`config.mk`:
```
export PLATFORM = sky130hd
export DESIGN_NAME = rpn_lan_to_network_bridge_arbiter
export DESIGN_NICKNAME = d
export VERILOG_FILES = /design/src/rtl/rpn_lan_to_network_bridge_arbiter.sv
export SDC_FILE = /design/constraint.sdc
export NUM_CORES = 1
export LEC_CHECK = 0
export ABC_AREA = 1
export BUFFER_PORTS_ARGS = -buffer_cell sky130_fd_sc_hd__buf_4
export CAP_MARGIN = 5
export CORE_AREA = 2 2 194 196
export DETAILED_ROUTE_END_ITERATION = 16
export DIE_AREA = 0 0 196 198
export SLEW_MARGIN = 20
export SYNTH_ARGS = -nofsm -noshare
export SYNTH_HDL_FRONTEND = slang
export SYNTH_SLANG_ARGS = --single-unit
```
`constraint.sdc`:
```
create_clock -name i_clk -period 22.4 [get_ports i_clk]
set_input_delay 3.36 -clock i_clk [delete_from_list [all_inputs] [get_ports i_clk]]
set_output_delay 3.36 -clock i_clk [all_outputs]
set_load 0.01 [all_outputs]
```
`src/rtl/rpn_lan_to_network_bridge_arbiter.sv`:
```
// Packet-level 3:1 AXIS arbiter toward the network bridge, with a 2-entry output register stage.
// Optional RPN_LAN_ARB_STRICT_PRIO_EN selects fixed priority s0 > s1 > s2 instead of round-robin.
module rpn_lan_to_network_bridge_arbiter #(
  parameter int AXIS_DATA_WIDTH        = 64,
  parameter int AXIS_KEEP_WIDTH        = 8,
  parameter int AXIS_TO_NB_TDEST_WIDTH = 16,
  parameter int AXIS_TO_NB_TUSER_WIDTH = 16
) (
  input  logic                              i_clk,
  input  logic                              i_ap_rst,

  input  logic                              from_rpn_LAN_RX_tvalid,
  output logic                              from_rpn_LAN_RX_tready,
  input  logic [AXIS_DATA_WIDTH-1:0]        from_rpn_LAN_RX_tdata,
  input  logic [AXIS_KEEP_WIDTH-1:0]        from_rpn_LAN_RX_tkeep,
  input  logic [AXIS_TO_NB_TDEST_WIDTH-1:0] from_rpn_LAN_RX_tid,
  input  logic [AXIS_TO_NB_TDEST_WIDTH-1:0] from_rpn_LAN_RX_tdest,
  input  logic [AXIS_TO_NB_TUSER_WIDTH-1:0] from_rpn_LAN_RX_tuser,
  input  logic                              from_rpn_LAN_RX_tlast,

  input  logic                              from_rpn_LAN_TX_tvalid,
  output logic                              from_rpn_LAN_TX_tready,
  input  logic [AXIS_DATA_WIDTH-1:0]        from_rpn_LAN_TX_tdata,
  input  logic [AXIS_KEEP_WIDTH-1:0]        from_rpn_LAN_TX_tkeep,
  input  logic [AXIS_TO_NB_TDEST_WIDTH-1:0] from_rpn_LAN_TX_tid,
  input  logic [AXIS_TO_NB_TDEST_WIDTH-1:0] from_rpn_LAN_TX_tdest,
  input  logic [AXIS_TO_NB_TUSER_WIDTH-1:0] from_rpn_LAN_TX_tuser,
  input  logic                              from_rpn_LAN_TX_tlast,

  input  logic                              from_rpn_LAN_seq_num_initializer_tvalid,
  output logic                              from_rpn_LAN_seq_num_initializer_tready,
  input  logic [AXIS_DATA_WIDTH-1:0]        from_rpn_LAN_seq_num_initializer_tdata,
  input  logic [AXIS_KEEP_WIDTH-1:0]        from_rpn_LAN_seq_num_initializer_tkeep,
  input  logic [AXIS_TO_NB_TDEST_WIDTH-1:0] from_rpn_LAN_seq_num_initializer_tid,
  input  logic [AXIS_TO_NB_TDEST_WIDTH-1:0] from_rpn_LAN_seq_num_initializer_tdest,
  input  logic [AXIS_TO_NB_TUSER_WIDTH-1:0] from_rpn_LAN_seq_num_initializer_tuser,
  input  logic                              from_rpn_LAN_seq_num_initializer_tlast,

  output logic                              to_network_bridge_tvalid,
  input  logic                              to_network_bridge_tready,
  output logic [AXIS_DATA_WIDTH-1:0]        to_network_bridge_tdata,
  output logic [AXIS_KEEP_WIDTH-1:0]        to_network_bridge_tkeep,
  output logic [AXIS_TO_NB_TDEST_WIDTH-1:0] to_network_bridge_tid,
  output logic [AXIS_TO_NB_TDEST_WIDTH-1:0] to_network_bridge_tdest,
  output logic [AXIS_TO_NB_TUSER_WIDTH-1:0] to_network_bridge_tuser,
  output logic                              to_network_bridge_tlast,

  output logic [2:0]                        o_grant
);

  localparam int BW = AXIS_DATA_WIDTH + AXIS_KEEP_WIDTH + 2 * AXIS_TO_NB_TDEST_WIDTH
                    + AXIS_TO_NB_TUSER_WIDTH + 1;

  localparam logic [0:0] IDLE = 1'b0;
  localparam logic [0:0] PASS = 1'b1;

  logic [0:0]    state;
  logic [2:0]    grant;
  logic [1:0]    last_grant;
  logic [1:0]    count;
  logic [BW-1:0] head;
  logic [BW-1:0] tail;

  logic [2:0]    req;
  logic [BW-1:0] beat0, beat1, beat2;
  logic [BW-1:0] sel_beat;
  logic          sel_valid;
  logic          accept_ready;
  logic          push;
  logic          pop;
  logic [1:0]    next_idx;

  assign req   = {from_rpn_LAN_seq_num_initializer_tvalid, from_rpn_LAN_TX_tvalid,
                  from_rpn_LAN_RX_tvalid};
  assign beat0 = {from_rpn_LAN_RX_tdata, from_rpn_LAN_RX_tkeep, from_rpn_LAN_RX_tid,
                  from_rpn_LAN_RX_tdest, from_rpn_LAN_RX_tuser, from_rpn_LAN_RX_tlast};
  assign beat1 = {from_rpn_LAN_TX_tdata, from_rpn_LAN_TX_tkeep, from_rpn_LAN_TX_tid,
                  from_rpn_LAN_TX_tdest, from_rpn_LAN_TX_tuser, from_rpn_LAN_TX_tlast};
  assign beat2 = {from_rpn_LAN_seq_num_initializer_tdata, from_rpn_LAN_seq_num_initializer_tkeep,
                  from_rpn_LAN_seq_num_initializer_tid, from_rpn_LAN_seq_num_initializer_tdest,
                  from_rpn_LAN_seq_num_initializer_tuser, from_rpn_LAN_seq_num_initializer_tlast};

  always_comb begin
    sel_beat  = '0;
    sel_valid = 1'b0;
    unique case (grant)
      3'b001: begin sel_beat = beat0; sel_valid = req[0]; end
      3'b010: begin sel_beat = beat1; sel_valid = req[1]; end
      3'b100: begin sel_beat = beat2; sel_valid = req[2]; end
      default: ;
    endcase
  end

  // Ready depends only on registered state, so bridge tready never reaches a source combinationally.
  assign accept_ready = (state == PASS) && (count != 2'd2);
  assign push         = accept_ready && sel_valid;
  assign pop          = (count != 2'd0) && to_network_bridge_tready;

  assign from_rpn_LAN_RX_tready                  = grant[0] && accept_ready;
  assign from_rpn_LAN_TX_tready                  = grant[1] && accept_ready;
  assign from_rpn_LAN_seq_num_initializer_tready = grant[2] && accept_ready;

  always_comb begin
    next_idx = 2'd0;
`ifdef RPN_LAN_ARB_STRICT_PRIO_EN
    if (req[0])      next_idx = 2'd0;
    else if (req[1]) next_idx = 2'd1;
    else if (req[2]) next_idx = 2'd2;
`else
    begin
      logic       found;
      logic [1:0] cand;
      found = 1'b0;
      for (int unsigned k = 0; k < 3; k++) begin
        cand = 2'((32'(last_grant) + 32'd1 + k) % 32'd3);
        if (!found && req[cand]) begin
          next_idx = cand;
          found    = 1'b1;
        end
      end
    end
`endif
  end

  always_ff @(posedge i_clk or posedge i_ap_rst) begin
    if (i_ap_rst) begin
      state      <= IDLE;
      grant      <= '0;
      last_grant <= 2'd2;
    end else begin
      case (state)
        IDLE: begin
          if (|req) begin
            grant      <= 3'b001 << next_idx;
            last_grant <= next_idx;
            state      <= PASS;
          end
        end
        default: begin
          if (push && sel_beat[0]) begin
            grant <= '0;
            state <= IDLE;
          end
        end
      endcase
    end
  end

  always_ff @(posedge i_clk or posedge i_ap_rst) begin
    if (i_ap_rst) begin
      count <= '0;
      head  <= '0;
      tail  <= '0;
    end else begin
      case (count)
        2'd0: begin
          if (push) begin
            head  <= sel_beat;
            count <= 2'd1;
          end
        end
        2'd1: begin
          if (push && pop) begin
            head <= sel_beat;
          end else if (push) begin
            tail  <= sel_beat;
            count <= 2'd2;
          end else if (pop) begin
            count <= 2'd0;
          end
        end
        default: begin
          if (pop) begin
            head  <= tail;
            count <= 2'd1;
          end
        end
      endcase
    end
  end

  assign to_network_bridge_tvalid = (count != 2'd0);
  assign {to_network_bridge_tdata, to_network_bridge_tkeep, to_network_bridge_tid,
          to_network_bridge_tdest, to_network_bridge_tuser, to_network_bridge_tlast} = head;
  assign o_grant = grant;

endmodule

```
# Word-level counts from Yosys, hierarchy flattened
# Cells that the tools add are included.
[word_totals]
inputBits = 369
reg_bits = 250
wordCells = 79
output_inout_bits = 128
[op_classes]
mux = 29
n_div = 3
n_eq_ne = 10
bitwise = 2
shift = 1
n_lt_le_gt_ge = 3
n_reduce_logical = 22
addsub = 3
[ops]
columns = ["op", "n"]
rows = [
  ["121-bit 2-to-1 mux", 3],
  ["121-bit case mux with 3 select lines", 1],
  ["121-bit case mux with 2 select lines", 1],
  ["32-bit by 2-bit remainder unit with 32-bit output (second input constant)", 3],
  ["32-bit by 1-bit adder with 32-bit output (second input constant)", 1],
  ["2-bit 2-to-1 mux", 8],
  ["1-bit logical AND", 10],
  ["2-bit by 3-bit < comparator with 1-bit output (second input constant)", 3],
  ["3-bit 2-to-1 mux", 3],
  ["1-bit 2-to-1 mux", 8],
  ["2-bit inequality test (second input constant)", 4],
  ["1-bit binary-select mux with 2-bit select", 3],
  ["3-bit AND reduction", 2],
  ["3-bit by 2-bit adder with 4-bit output (second input constant)", 1],
  ["2-bit case mux with 2 select lines", 1],
  ["2-bit AND reduction", 2],
  ["4-bit AND reduction", 1],
  ["2-bit nonzero test", 2],
  ["2-bit by 1-bit adder with 3-bit output (second input constant)", 1],
  ["3-bit by 1-bit == test with 1-bit output (second input constant)", 1],
  ["3-bit by 2-bit == test with 1-bit output (second input constant)", 1],
  ["3-bit == test (second input constant)", 1],
  ["3-bit inequality test (second input constant)", 1],
  ["1-bit case mux with 3 select lines", 1],
  ["8 further kinds", 10],
]

# Logic depth before layout (Yosys ltp)
# Gate-level depths: netlist of run 1.
[logic_depth]
word_depth = 14
mapped_depth = 11

# Worst setup path after synthesis of run 1
# OpenSTA, ideal clock, no wires.
[synth_path]
path_kind = "register to output"
startpoint = "register grant[2], in the netlist o_grant[2]"
endpoint = "output port from_rpn_LAN_seq_num_initializer_tready"
setup_slack_ns = 17.671
path_stages_with_launch = 6
n_path_buf = 3
arrival_ns = 1.369
cell_sequence = "dfrtp_1 > buf_2 > clkbuf_1 > clkbuf_1 > inv_1 > nor2_1"
[synth_via]
elab_chain_len = 1
[synth_lines]
columns = ["item", "line_no", "rtl"]
rows = [
  ["from (decl)", "58", "logic [2:0] grant;"],
  ["from (signal assigned)", "134", "grant <= 3'b001 << next_idx;"],
  ["1-bit logical AND", "101", "assign from_rpn_LAN_seq_num_initializer_tready = grant[2] && accept_ready;"],
  ["to (decl)", "31", "output logic from_rpn_LAN_seq_num_initializer_tready,"],
]
# Every way passes these cells.

# Final worst setup path of run 1
[layout_path]
startpoint = "register count[1]"
endpoint = "output port to_network_bridge_tvalid"
[layout_via]
elab_chain_len = 1
[layout_lines]
columns = ["item", "line_no", "rtl"]
rows = [
  ["from (decl)", "60", "logic [1:0] count;"],
  ["from (signal assigned)", "151", "count <= '0;"],
  ["from (signal assigned)", "159", "count <= 2'd1;"],
  ["from (signal assigned)", "167", "count <= 2'd2;"],
  ["2-bit nonzero test", "182", "assign to_network_bridge_tvalid = (count != 2'd0);"],
  ["to (decl)", "39", "output logic to_network_bridge_tvalid,"],
]
# Every way passes these cells.

==> impl_results.md, run 1 <==
* Time the final worst path needs with I/O delays and setup at 6490 ps
* Post-Synthesis Mean Instance Area at 6.65 µm²
* Final Hold Viols at 0
* Footprint of the multi-input gates at 0.00675 mm²
* Share of power burned in combinational logic at 46.4%
* Sequential group share of total power at 33.3%
* Unrepaired setup endpoints after global routing: false
* Number of violations reported at the end of detailed-routing iteration 0 at 951
* Wire length of the first global-routing pass at 78500 µm
* Net total in the final layout at 2832
* End-of-flow core utilization at 50.0%
* Number of filler instances in the final layout at 3713
* Vertical extent of the die at 198 µm
* Standby leakage power at 10.5 nW
* Peak supply drop at 0.0000953 V
* Share of the clock period used by the worst path after layout at 29.0%
* Met2 track demand over resource in global routing at 43.9%
* TritonCTS buffer count at 28
* Global Route met3 Usage at 4.19%
* Fraction of synthesized area in multiplexers at 0%
* Pins Over Slew Limit at 0
* Port buffer count at 496
* Total of cells resized after clock tree synthesis at 0
* Met1 GRT Util at 33.2%
* Buffers from clock root to sink, at most at 3
* Sum Neg Setup Slack at 0 ps
* Total power density per cell area at 121 mW/mm²
* Worst hold slack after final layout at 470 ps
* Final Skew at 17.2 ps
* Count of placed standard cells in the final layout, fillers left out at 2958
* Starting utilization of the core area at 37.1%
* Via count at 14700
* Worst setup startpoint: count[1]$_DFFE_PP0P_
* Hold/Removal Path Class: reg -> reg
* Horizontal die dimension at 196 µm
* Worst-Margin Slew at 949 ps
* DRC violation count after routing at 0
* Clk pin slew, worst setup/hold paths at 60 ps
* Total power draw at 0.00223 W
* Clock Tree Root: clkbuf_16
* Crit Path Category: reg -> out
* Run status: finished clean
* TritonCTS clock tree: done
* Leading cell types in the layout, fill and taps excluded: nand2_1 (1234), buf_4 (513), nand3_1 (380)
* Worst path max stage delay at 900 ps
* Top cell family by delay on the critical path: buffers and inverters
* Endpoint arrival time on the critical path at 3130 ps
* Clk_lat worst skew at 540 ps
* Hold_buf cts at 0
* Basic-gate share of the synthesized area counting and, or, nand and nor cells at 48.3%
* Power share of the clock group at 20.3%
* Maximum clock frequency at 154 MHz
* Total number of placement rows at 71
* Net Switching at 0.000989 W
* Number of storage elements in the synthesis netlist at 250
* Number of routed nets with antenna violations at 0
* Number of antenna violations at the first check in global routing at 3
* Most common cell after layout, fill and taps aside: nand2_1
* Total instance count after detailed placement at 2903
* Critical path data required time at 19040 ps
* Largest family of logic cells by synthesized area: simple AND/OR/NAND/NOR gates
* Total wirelength of the detailed-routed design at 50400 µm
* Share of the synthesized netlist area taken by xor and xnor gates at 0%
* Count of unique library cells instantiated by Yosys at 19
* Sum of buffers and inverters on the critical path at 3
* Slowest cell on crit path: dfrtp_4
* Area taken by flip-flops and latches at 0.00626 mm²
* Synthesized area at 0.0137 mm²
* Die area at 0.0388 mm²
* Most common cell type on the critical path: buf_4
* Largest fanout on the critical path at 64
* HPWL reported at the end of detailed placement at 34500 µm
* Number of warnings reported in the yosys synthesis log at 0
* Layout cell share with drive strength beyond 1 at 22.9%
* Worst setup SP type: flop
* Hold Crit Start: head[116]$_DFFE_PP0P_
* Maxcap violations at 0
* R2r startpoint: count[1]$_DFFE_PP0P_
* Synthesized-area fraction occupied by adder cells at 0.365%
* Total nets after synthesis at 2434
* Compound-Gate Fraction of Synth Area at 0.338%
* Via count of the first global-routing pass at 14000
* Sequence of cells on the critical path: buf_4 > inv_4 > nand2_1 > buf_4
* Global placer's final weighted congestion at 0.864
* Headroom to the max-slew limit at 36.7%
* Gate Count Post-Synth at 2061
* Pin count of the biggest net entering global routing at 115
* Congestion Overflow GR at 0
* TritonRoute pass-1 iters at 5
* Detailed-route wire length per cell at 17.0 µm
* Proportion of synthesized chip area in sequential cells at 45.6%
* Net switching fraction of the power at 44.3%
* Post-detailed-route via-to-cell ratio at 4.97
* Setup Viol. Count Final at 0
* Total setup buffers inserted after CTS at 0
* I/O pin count at 497
* Overall routing resource usage at 25.5%
* Sort of element at the end of the critical path: output port
* Sinks on the clock net at 250
* Total core area at 0.0370 mm²
* Internal power at 0.00124 W
* Count of H-tree levels built during CTS at 1
* Most congested layer reported by global routing: met2
* Layout overhead on the synthesized area at 34.8%
-- kinds of logic after synthesis --
logic type,count (synthesis)
and+or+nand+nor,1631
DFF,250
buffers and inverters,167
adders and majority gates,4
AOI/OAI and AO/OA,9
-- power by group through the flow --
stage / registers, W / clock network, W / logic (W)
floorplan: 0.000743 / 0 / 0.000642
global placement: 0.000746 / 0 / 0.00104
detailed placement: 0.000748 / 0 / 0.00105
CTS: 0.000744 / 0.000464 / 0.00105
global route: 0.000767 / 0.000484 / 0.00117
finish: 0.000744 / 0.000453 / 0.00104
-- path summary, 6_finish.rpt --
kind | end | slack [ps] | depth (start not counted)
worst min register to register | head[116]$_DFFE_PP0P_ | 470 | 2
worst max register to register | head[75]$_DFFE_PP0P_ | 17770 | 8
min in group asynchronous | head[56]$_DFFE_PP0P_ | 2940 | 2
worst min-delay path | head[116]$_DFFE_PP0P_ | 470 | 2
max in group asynchronous | o_grant[2]$_DFFE_PP0P_ | 17000 | 4
worst max-delay path | to_network_bridge_tvalid | 15910 | 4
-- final cells by class --
class,instances,share of cell area (%)
multi-input cells,1644,36.5
flip-flops and latches,250,33.9
repair buffers,513,20.8
clock buffers,48,4.80
well taps,474,3.21
inverters,22,0.515
clock inverters,4,0.122
diodes,3,0.0406
-- flip-flops by register name, summed over array words and instances, names as in the netlist --
| name | count |
|---|---|
| count | 2 |
| head | 121 |
| last_grant | 2 |
| o_grant | 3 |
| state | 1 |
| tail | 121 |
-- synth_stat cells --
library cell	instances	area share [%]
a21oi_1	1	0.036
nor3_2	2	0.15
ha_1	4	0.37
nor2_1	11	0.30
buf_1	16	0.44
inv_1	18	0.49
dfstp_2	1	0.19
nand3_1	380	14
dfrtp_1	249	45
buf_2	60	2.2
o21ai_0	6	0.22
nand4_1	1	0.046
o21ai_1	1	0.036
nand2_1	1236	34
a31oi_1	1	0.046
inv_2	4	0.11
buf_4	10	0.55
nand2_2	1	0.046
clkbuf_1	59	1.6
-- metrics by stage --
step	setup WS (ps)	cell area (µm²)
5_1_grt	15720	18500
3_3_place_gp	16230	17600
4_1_cts	15860	18500
2_1_floorplan	12170	13700
3_5_place_dp	16150	17600
6_report	15910	18500
-- worst register-to-register path, stage by stage, from the launching register on --
cell and delay, ps:
dfrtp_4 900, buf_4 770, inv_4 480, nand2_1 280, nand2_4 390, nand2_4 670, buf_4 740, nand2_1 240
nand2_1 90
-- layer usage --
layer / vias up / wire length [µm]
met5: - / 0
met4: 0 / 1240
met3: 55 / 2900
met2: 425 / 24900
met1: 6952 / 21400
li1: 7265 / -
(Power assumes the default switching activity.)
==> run 2: changes to the inputs <==
--- a/config.mk
+++ b/config.mk
@@ -8,9 +8,10 @@
 export ABC_AREA = 1
 export BUFFER_PORTS_ARGS = -buffer_cell sky130_fd_sc_hd__buf_4
 export CAP_MARGIN = 5
-export CORE_AREA = 2 2 194 196
+export CORE_AREA = 2 2 192 194
 export DETAILED_ROUTE_END_ITERATION = 16
-export DIE_AREA = 0 0 196 198
+export DIE_AREA = 0 0 194 196
+export PLACE_DENSITY = 0.67
 export SLEW_MARGIN = 20
 export SYNTH_ARGS = -nofsm -noshare
 export SYNTH_HDL_FRONTEND = slang
==> constraint.sdc (replaced) <==
create_clock -name i_clk -period 5.5 [get_ports i_clk]
set_input_delay 0.825 -clock i_clk [delete_from_list [all_inputs] [get_ports i_clk]]
set_output_delay 0.825 -clock i_clk [all_outputs]
set_load 0.01 [all_outputs]
==> run 2 against run 1 <==
  * Non-clock buffer count stayed put
  * Final cell count is 0.24% lower
  * Setup slack worse by 14000 ps
  * Critical path type is now reg -> reg
  * Highest routed layer unchanged
==> impl_results.md, run 2 (synthesis results as in run 1) <==
* Global placer's final weighted congestion at 0.905
* Overall routing resource usage at 25.3%
* Top cell family by delay on the critical path: buffers and inverters
* I/O pin count at 497
* Maxcap violations at 0
* Net total in the final layout at 2833
* Via count of the first global-routing pass at 14600
* Layout overhead on the synthesized area at 35.3%
* Most common cell type on the critical path: buf_4
* Hold/Removal Path Class: in -> async
* Count of H-tree levels built during CTS at 1
* Buffers from clock root to sink, at most at 3
* Sum of buffers and inverters on the critical path at 3
* Die area at 0.0380 mm²
* Worst path max stage delay at 950 ps
* Detailed-route wire length per cell at 16.5 µm
* TritonRoute pass-1 iters at 5
* Final Hold Viols at 0
* Total wirelength of the detailed-routed design at 48700 µm
* Post-detailed-route via-to-cell ratio at 5.04
* Sequence of cells on the critical path: buf_4 > nor2_1 > nand4_1 > buf_4 > buf_4 > o21ai_0
* Unrepaired setup endpoints after global routing: false
* Endpoint arrival time on the critical path at 4000 ps
* Total of cells resized after clock tree synthesis at 0
* Vertical extent of the die at 196 µm
* Antenna cells at 0
* Leading cell types in the layout, fill and taps excluded: nand2_1 (1234), buf_4 (510), nand3_1 (380)
* Sinks on the clock net at 250
* Standby leakage power at 10.6 nW
* Sum Neg Setup Slack at 0 ps
* Pins Over Slew Limit at 0
* Horizontal die dimension at 194 µm
* Number of routed nets with antenna violations at 0
* Run status: finished clean
* Worst setup SP type: flop
* Worst-Margin Slew at 1160 ps
* Port buffer count at 496
* Total power density per cell area at 496 mW/mm²
* HPWL reported at the end of detailed placement at 33300 µm
* TritonCTS buffer count at 29
* Most common cell after layout, fill and taps aside: nand2_1
* Slowest cell on crit path: dfrtp_4
* Clk_lat worst skew at 550 ps
* Clk pin slew, worst setup/hold paths at 60 ps
* Layout cell share with drive strength beyond 1 at 23.2%
* Largest fanout on the critical path at 70
* Peak supply drop at 0.000309 V
* TritonCTS clock tree: done
* Headroom to the max-slew limit at 22.6%
* Maximum clock frequency at 277 MHz
* Starting utilization of the core area at 38.0%
* Clock Tree Root: clkbuf_16
* Number of antenna violations at the first check in global routing at 0
* Crit Path Category: reg -> reg
* Number of violations reported at the end of detailed-routing iteration 0 at 1114
* Share of the clock period used by the worst path after layout at 65.5%
* Critical path data required time at 5890 ps
* Total setup buffers inserted after CTS at 0
* Final Skew at 16.4 ps
* DRC violation count after routing at 0
* Setup Viol. Count Final at 0
* Sort of element at the end of the critical path: flop
* Pre-CTS setup slack at 1800 ps
* Total core area at 0.0361 mm²
* Pin count of the biggest net entering global routing at 142
* Final worst slack at 1900 ps
* Total number of placement rows at 70
* Time the final worst path needs with I/O delays and setup at 3600 ps
* Congestion Overflow GR at 0
* Hold_buf cts at 0
* Via count at 14900
* Wire length of the first global-routing pass at 77700 µm
[run 2: cell count changes in the layout (fill, tap and decap cells not counted), sizes merged]
| cell | delta |
|---|---|
| diode | -3 |
| bufinv | +2 |
| clkinvlp | +1 |
| clkinv | +6 |
| clkbuf | -7 |
[run 2: per-stage QoR]
stage          instances  power, W  hold slack (ps)  utilization, %  area [µm²]
3_3_place_gp        2897   0.00719              454            48.7       17600
2_1_floorplan       2061   0.00564              449               -       13700
3_5_place_dp        2897   0.00729              460            48.7       17600
4_1_cts             2951   0.00929              180            51.4       18500
6_report            2951   0.00919              201            51.4       18500
5_1_grt             2951   0.00997              198            51.4       18500
[run 2: layout make-up]
| cell class | count | area, µm² |
|---|---|---|
| repair buffers | 513 | 3880 |
| fillers | 3542 | 17500 |
| well taps | 468 | 586 |
| inverters | 22 | 91.3 |
| multi-input cells | 1644 | 6760 |
| clock buffers | 41 | 841 |
| flip-flops and latches | 250 | 6260 |
| clock inverters | 13 | 125 |
[run 2: worst register-to-register path, cell delays in order (launching register included)]
cell and delay [ps]:
dfrtp_4 950, buf_4 700, nor2_1 150, nand4_1 190, buf_4 550, buf_4 720
o21ai_0 200
[run 2: path summary, 6_finish.rpt]
path,startpoint,end,slack [ps],cells after the start
max in group asynchronous,i_ap_rst,o_grant[2]$_DFFE_PP0P_,4180,3
hold / removal,i_ap_rst,head[92]$_DFFE_PP0P_,200,2
setup / recovery,count[1]$_DFFE_PP0P_,count[1]$_DFFE_PP0P_,1900,6
setup reg to reg,count[1]$_DFFE_PP0P_,count[1]$_DFFE_PP0P_,1900,6
hold reg to reg,head[71]$_DFFE_PP0P_,head[71]$_DFFE_PP0P_,470,2
min in group i_clk,to_network_bridge_tready,count[1]$_DFFE_PP0P_,450,2
[run 2: power breakdown]
part	internal (W)	leakage [nW]	switching (W)	total [W]
clock	0.00116	0.482	0.000797	0.00195
sequential	0.00256	3.31	0.000456	0.00302
combinational	0.00144	6.78	0.00279	0.00422
total	0.00515	10.6	0.00404	0.00919
[run 2: routing by layer]
layer	routed length (µm)	track usage, %
met1	20400	32.2
met2	23600	43.8
met3	3340	4.38
met4	1330	7.63
met5	0	0
